`config.mk`:
```
export PLATFORM = sky130hd
export DESIGN_NAME = poly_plot_sequencer
export DESIGN_NICKNAME = d
export VERILOG_FILES = /design/src/rtl/poly_plot_pkg.sv /design/src/rtl/poly_plot_sequencer_pace.sv /design/src/rtl/poly_plot_sequencer.sv
export SDC_FILE = /design/constraint.sdc
export NUM_CORES = 1
export LEC_CHECK = 0
export ABC_AREA = 1
export CAP_MARGIN = 20
export CORE_MARGIN = 2
export CORE_UTILIZATION = 45
export CTS_CLUSTER_SIZE = 24
export DETAILED_ROUTE_END_ITERATION = 8
export GPL_ROUTABILITY_DRIVEN = 0
export GPL_TIMING_DRIVEN = 0
export PLACE_DENSITY = 0.7
export SKIP_CTS_REPAIR_TIMING = 1
export SLEW_MARGIN = 0
export SYNTH_ARGS = -nofsm -noshare
export SYNTH_HDL_FRONTEND = slang
export SYNTH_SLANG_ARGS = --single-unit
```
`constraint.sdc`:
```
create_clock -name clk -period 2.88 [get_ports clk]
set_input_delay 0.576 -clock clk [delete_from_list [all_inputs] [get_ports clk]]
set_output_delay 0.576 -clock clk [all_outputs]
set_load 0.005 [all_outputs]
```
`src/rtl/poly_plot_pkg.sv`:
```
// Shared types and helpers for the polynomial plot sequencer: state encoding,
// scale-register selector and pacing length per speed setting.
package poly_plot_pkg;

    localparam int unsigned STATE_W = 4;
    localparam int unsigned SPEED_W = 2;

    typedef enum logic [STATE_W-1:0] {
        S_INIT   = 4'd0,
        S_DEG    = 4'd1,
        S_DEG_W  = 4'd2,
        S_COEF   = 4'd3,
        S_COEF_W = 4'd4,
        S_REQ    = 4'd5,
        S_WAIT   = 4'd6,
        S_PACE   = 4'd7,
        S_DONE   = 4'd8
    } state_t;

    // Coefficient index one past the highest degree addresses the scale register
    function automatic int unsigned scale_sel(input int unsigned max_deg);
        return max_deg + 32'd1;
    endfunction

    // Pacing length 2^(4*(3-speed)+8)-1: speed 3 is fastest
    function automatic int unsigned pace_len(input logic [SPEED_W-1:0] speed);
        int unsigned shift;
        shift = 32'd4 * (32'd3 - 32'(speed)) + 32'd8;
        return (32'd1 << shift) - 32'd1;
    endfunction

endpackage

```
`src/rtl/poly_plot_sequencer_pace.sv`:
```
// Pacing divider: load restarts the count at 1 and latches the limit;
// expired_c is high once the count has reached the limit.
module plot_pace_counter #(
    parameter int unsigned PACE_BITS = 20
) (
    input  logic                 clk,
    input  logic                 reset,
    input  logic                 load,
    input  logic [PACE_BITS-1:0] limit,
    output logic                 expired_c
);

    logic [PACE_BITS-1:0] count_q;
    logic [PACE_BITS-1:0] limit_q;

    always_ff @(posedge clk or negedge reset) begin
        if (!reset) begin
            count_q <= '0;
            limit_q <= '0;
        end else if (load) begin
            count_q <= PACE_BITS'(1);
            limit_q <= limit;
        end else if (!expired_c) begin
            count_q <= count_q + PACE_BITS'(1);
        end
    end

    assign expired_c = (count_q == limit_q);

endmodule

```
`src/rtl/poly_plot_sequencer.sv`:
```
// Control sequencer for the graphing calculator: screen clear, degree and
// coefficient entry per channel, then a paced x sweep. Define PLOT_HOLD_EN to
// hold in S_DONE until a go press and overlay the next functions without clearing.
module poly_plot_sequencer
    import poly_plot_pkg::*;
#(
    parameter int unsigned MAX_DEG   = 4,
    parameter int unsigned X_MAX     = 320,
    parameter int unsigned X_BITS    = 9,
    parameter int unsigned N_CH      = 2,
    parameter int unsigned PACE_BITS = 20
) (
    input  logic                                   clk,
    input  logic                                   reset,
    input  logic                                   go,
    input  logic [$clog2(MAX_DEG+1)-1:0]           degree,
    input  logic [1:0]                             speed,
    input  logic                                   init_complete,
    input  logic                                   eval_valid,
    input  logic                                   out_of_bounds,
    output logic                                   start_init,
    output logic                                   load_coef,
    output logic [$clog2(MAX_DEG+2)-1:0]           coef_sel,
    output logic [((N_CH > 1) ? $clog2(N_CH) : 1)-1:0] ch,
    output logic                                   eval_req,
    output logic [X_BITS-1:0]                      x,
    output logic signed [X_BITS:0]                 x_val,
    output logic                                   plot,
    output logic                                   done,
    output logic [3:0]                             state
);

    localparam int unsigned CS_W = $clog2(MAX_DEG + 2);
    localparam int unsigned CH_W = (N_CH > 1) ? $clog2(N_CH) : 1;
    localparam int unsigned XV_W = X_BITS + 1;

    localparam logic [CS_W-1:0]   SCALE   = CS_W'(scale_sel(MAX_DEG));
    localparam logic [CS_W-1:0]   DEG_MAX = CS_W'(MAX_DEG);
    localparam logic [CH_W-1:0]   CH_LAST = CH_W'(N_CH - 1);
    localparam logic [X_BITS-1:0] X_LAST  = X_BITS'(X_MAX - 1);
    localparam logic [XV_W-1:0]   X_HALF  = XV_W'(X_MAX / 2);

    state_t                       state_q, state_d;
    logic [CS_W-1:0]              coef_sel_q, coef_sel_d;
    logic [CH_W-1:0]              ch_q, ch_d;
    logic [X_BITS-1:0]            x_q, x_d;
    logic [XV_W-1:0]              x_val_q, x_val_d;
    logic                         eval_req_q, eval_req_d;
    logic                         plot_q, plot_d;
    logic [N_CH-1:0][CS_W-1:0]    deg_q, deg_d;
    logic [CS_W-1:0]              degree_clamped_c;
    logic                         pace_load_c;
    logic                         pace_expired_c;
`ifdef PLOT_HOLD_EN
    logic                         hold_go_q, hold_go_d;
`endif

    always_comb begin
        degree_clamped_c = (32'(degree) > MAX_DEG) ? DEG_MAX : CS_W'(degree);
    end

    // Divider reloads every cycle outside S_PACE, so it runs only while pacing
    assign pace_load_c = (state_q != S_PACE);

    plot_pace_counter #(
        .PACE_BITS (PACE_BITS)
    ) u_pace (
        .clk       (clk),
        .reset     (reset),
        .load      (pace_load_c),
        .limit     (PACE_BITS'(pace_len(speed))),
        .expired_c (pace_expired_c)
    );

    always_ff @(posedge clk or negedge reset) begin
        if (!reset) begin
            state_q    <= S_INIT;
            coef_sel_q <= '0;
            ch_q       <= '0;
            x_q        <= '0;
            x_val_q    <= '0;
            eval_req_q <= 1'b0;
            plot_q     <= 1'b0;
            deg_q      <= '0;
`ifdef PLOT_HOLD_EN
            hold_go_q  <= 1'b0;
`endif
        end else begin
            state_q    <= state_d;
            coef_sel_q <= coef_sel_d;
            ch_q       <= ch_d;
            x_q        <= x_d;
            x_val_q    <= x_val_d;
            eval_req_q <= eval_req_d;
            plot_q     <= plot_d;
            deg_q      <= deg_d;
`ifdef PLOT_HOLD_EN
            hold_go_q  <= hold_go_d;
`endif
        end
    end

    // Next state and next values of the registered outputs
    always_comb begin
        state_d    = state_q;
        coef_sel_d = coef_sel_q;
        ch_d       = ch_q;
        x_d        = x_q;
        x_val_d    = x_val_q;
        eval_req_d = 1'b0;
        plot_d     = 1'b0;
        deg_d      = deg_q;
`ifdef PLOT_HOLD_EN
        hold_go_d  = hold_go_q;
`endif
        case (state_q)
            S_INIT: begin
                if (init_complete) state_d = S_DEG;
            end
            S_DEG: begin
                if (go) begin
                    deg_d[ch_q] = degree_clamped_c;
                    state_d     = S_DEG_W;
                end
            end
            S_DEG_W: begin
                if (!go) begin
                    coef_sel_d = deg_q[ch_q];
                    state_d    = S_COEF;
                end
            end
            S_COEF: begin
                if (go) state_d = S_COEF_W;
            end
            S_COEF_W: begin
                if (!go) begin
                    if (coef_sel_q == SCALE) begin
                        if (ch_q != CH_LAST) begin
                            ch_d    = ch_q + CH_W'(1);
                            state_d = S_DEG;
                        end else begin
                            ch_d       = '0;
                            x_d        = '0;
                            x_val_d    = XV_W'(0) - X_HALF;
                            eval_req_d = 1'b1;
                            state_d    = S_REQ;
                        end
                    end else if (coef_sel_q != '0) begin
                        coef_sel_d = coef_sel_q - CS_W'(1);
                        state_d    = S_COEF;
                    end else begin
                        coef_sel_d = SCALE;
                        state_d    = S_COEF;
                    end
                end
            end
            S_REQ: begin
                state_d = S_WAIT;
            end
            S_WAIT: begin
                if (eval_valid) begin
                    plot_d  = !out_of_bounds;
                    state_d = S_PACE;
                end
            end
            S_PACE: begin
                if (pace_expired_c) begin
                    if (ch_q != CH_LAST) begin
                        ch_d       = ch_q + CH_W'(1);
                        eval_req_d = 1'b1;
                        state_d    = S_REQ;
                    end else begin
                        ch_d = '0;
                        if (x_q == X_LAST) begin
                            state_d = S_DONE;
                        end else begin
                            x_d        = x_q + X_BITS'(1);
                            x_val_d    = XV_W'(x_q) + XV_W'(1) - X_HALF;
                            eval_req_d = 1'b1;
                            state_d    = S_REQ;
                        end
                    end
                end
            end
            S_DONE: begin
`ifdef PLOT_HOLD_EN
                if (go) begin
                    hold_go_d = 1'b1;
                end else if (hold_go_q) begin
                    hold_go_d = 1'b0;
                    state_d   = S_DEG;
                end
`else
                state_d = S_INIT;
`endif
            end
            default: state_d = S_INIT;
        endcase
    end

    assign start_init = (state_q == S_INIT);
    assign load_coef  = (state_q == S_COEF);
    assign done       = (state_q == S_DONE);
    assign state      = state_q;
    assign coef_sel   = coef_sel_q;
    assign ch         = ch_q;
    assign x          = x_q;
    assign x_val      = $signed(x_val_q);
    assign eval_req   = eval_req_q;
    assign plot       = plot_q;

endmodule

```
==> flow_summary.json <==
{
  "run_status": "complete, no violations",
  "hold_violations": 0,
  "max_freq_ghz": 0.423,
  "hp-class": "primary input to asynchronous set/reset pin",
  "drv_cap": 0,
  "netlist_instances": 473,
  "ant_nets": 0,
  "clk_path_buf_depth": 2,
  "crit_required_ns": 2.30,
  "antenna_found_initial": 0,
  "setup_viol": 0,
  "die_width_um": 91.4,
  "critical_path.slowest_cell": "clkdlybuf4s50_1",
  "final.setup_skew_ns": 0.0101,
  "path_class": "register to output port",
  "finalHoldWorstSlack_ns": 0.190,
  "maxSlewViolCount": 0,
  "grt-ovfl-total": 0,
  "cts_tree": "done",
  "rsz0062_at_grt": "no",
  "initial_core_util": 0.469,
  "io_buffers": 42,
  "grt_pass1_wl_um": 13600,
  "wire_per_inst_um": 12.8,
  "vias": 3225,
  "synth_xor_area_frac": 0.00509,
  "grt_max_degree": 39,
  "grt_usage": 0.200,
  "synth_compound_area_frac": 0.109,
  "drtIter0Drc": 206,
  "yosys-top-cells-area": "dfrtp_1 41%, nand2_1 15%, nor2_1 6.9%",
  "cts_buffers": 9,
  "ctsHtreeMaxLevel": 3,
  "endpoint_kind": "output port",
  "dr.pass1.iters": 4,
  "fin_crit_ns": 2.37,
  "p_per_area_mw_per_mm2": 674,
  "grt_pass1_vias": 3030,
  "synth_top_area_frac": 0.415,
  "start_kind": "register",
  "yosys-top-cells-count": "135 x nand2_1, 63 x nor2_1, 57 x dfrtp_1, 41 x inv_1, 30 x o21ai_0",
  "r2r-end": "x[1]$_DFFE_PN0P_",
  "num_rows": 31,
  "drive_above_1_share": 0.113,
  "syn2layout_area_growth_pct": 21.9,
  "rr_worst_depth": 9,
  "antennaDiodeCount": 0,
  "synth_enable_flop_cells": 0,
  "synthFlopType": "dfrtp_1",
  "cp_max_fo": 7,
  "hpwl_um": 5860,
  "crit_top_cell": "nor2_1",
  "syn_avg_cell_area_sq_um": 7.27,
  "synth_top_family_by_area": "simple AND/OR/NAND/NOR gates",
  "cts_sinks": 57,
  "nNetsFinal": 543,
  "max_stage_delay_ns": 0.53,
  "fin_util": 0.572,
  "ys_warn_count": 0,
  "vdd_drop_max_mv": 0.564,
  "critical_path.cell_chain": "nor2_1 -> inv_1 -> nor2_1 -> clkdlybuf4s50_1",
  "synth_area_sq_mm": 0.00344,
  "rrSetupSlack_ns": 0.94,
  "finalInstanceArea_sq_mm": 0.00419,
  "die_area_sq_mm": 0.00836,
  "root_buffer": "clkbuf_8",
  "fin_crit_sh": 0.822,
  "arrival_ns": 1.79,
  "synthSimpleGateAreaFrac": 0.369,
  "synth-seq-cells": 57,
  "clock_latency_ns": 0.34,
  "pin_count": 43,
  "place_area_sq_mm": 0.00400,
  "routed_via_density": 5.10,
  "synth_seq_area_share": 0.415,
  "drt-total-wl_um": 8080,
  "reg2reg_from": "x[0]$_DFFE_PN0P_",
  "route.detailed.drc": 0,
  "core_sq_mm": 0.00733,
  "async_reset_ff_frac": 1.00,
  "synth.most_common_cell": "nand2_1",
  "slew_headroom": 0.635,
  "path_clk_slew_ns": 0.06,
  "setup_slack_ns": 0.514,
  "synth-adder-area-share": 0.0146,
  "muxShareOfSynthArea": 0,
  "pre_cts_slack_ns": 0.719,
  "leakagePower_nw": 1.90,
  "max_slew.worst_pin.slew_ns": 0.547,
  "synth.distinct_cells": 40,
  "yosys.area.top_type": "dfrtp_1",
  "dieHeight_um": 91.4
}
## through the flow
| stage | power, mW | TNS (ns) | instances |
|---|---|---|---|
| global route | 3.02 | 0 | 632 |
| CTS | 2.85 | 0 | 632 |
| floorplan | 1.70 | 0 | 474 |
| global placement | 2.08 | -36.53 | 615 |
| finish | 2.82 | 0 | 632 |
| detailed placement | 2.10 | 0 | 616 |
## sequential cells by signal (all words and copies together) (netlist names)
signal and count:
u_pace.count_q 20, eval_req 1, u_pace.limit_q 7, plot 1
x 9, coef_sel 3, x_val 5, state 4
deg_q 6, ch 1
## per-layer routing
layer	GRT usage	share of wire	routed length (um)
met1	0.248	0.45	3620
met2	0.344	0.51	4080
met3	0.0481	0.037	297
met4	0.0644	0.0098	79
met5	0	0	0
## worst max-delay path, delay by kind of cell (launching register included)
| kind | cells | cell delay [ns] |
|---|---|---|
| buffers and inverters | 2 | 0.64 |
| flip-flops | 1 | 0.47 |
| AND/OR/NAND/NOR | 2 | 0.34 |
## layout make-up
type                            count  area, sq um
Multi-Input combinational cell    351         1720
Clock inverter                      3         40.0
Tap cell                           99          124
Fill cell                         687         3140
Clock buffer                       13          149
Inverter                           48          180
Timing Repair Buffer               43          435
Sequential cell                    57         1430
Buffer                             18          119
## cell usage in the layout (no fill, tap or decap), drive strengths merged, types with 2 or more instances in the layout
master           n
a21oi           17
a31oi            5
buf             16
clkbuf          17
clkdlybuf4s50   41
clkinv           2
conb             2
dfrtp           57
ha               4
inv             48
nand2          144
nand3           26
nand4           20
nor2            68
nor3            14
nor3b            3
nor4             2
o21ai           34
o22ai            2
or2              2
xor2             2
## report_power, final
part / leakage, nW / switching, mW / internal, mW
clock network: 0.0974 / 0.316 / 0.421
logic: 1.06 / 0.565 / 0.454
registers: 0.750 / 0.125 / 0.943
## how the worst max path moves through the flow
stage | startpoint | end | slack [ns] | depth (start not counted)
6_report | state[3]$_DFFE_PN0P_ | load_coef | 0.51 | 4
5_1_grt | state[3]$_DFFE_PN0P_ | load_coef | 0.35 | 4
4_1_cts | state[3]$_DFFE_PN0P_ | load_coef | 0.51 | 4
3_5_place_dp | go | state[0]$_DFFE_PN0P_ | 0.72 | 8
3_3_place_gp | reset | x[6]$_DFFE_PN0P_ | -0.65 | 1
2_1_floorplan | x[0]$_DFFE_PN0P_ | x[6]$_DFFE_PN0P_ | 1.23 | 10
## kinds of logic (layout without fill, tap and decap cells)
kind of cell | Yosys count | after routing
compound gates | 62 | 62
xor+xnor | 2 | 2
buf+inv | 66 | 125
fa+ha+maj | 4 | 4
other cells | 1 | 2
flops | 57 | 57
simple gates | 281 | 281
(Power assumes the default switching activity.)
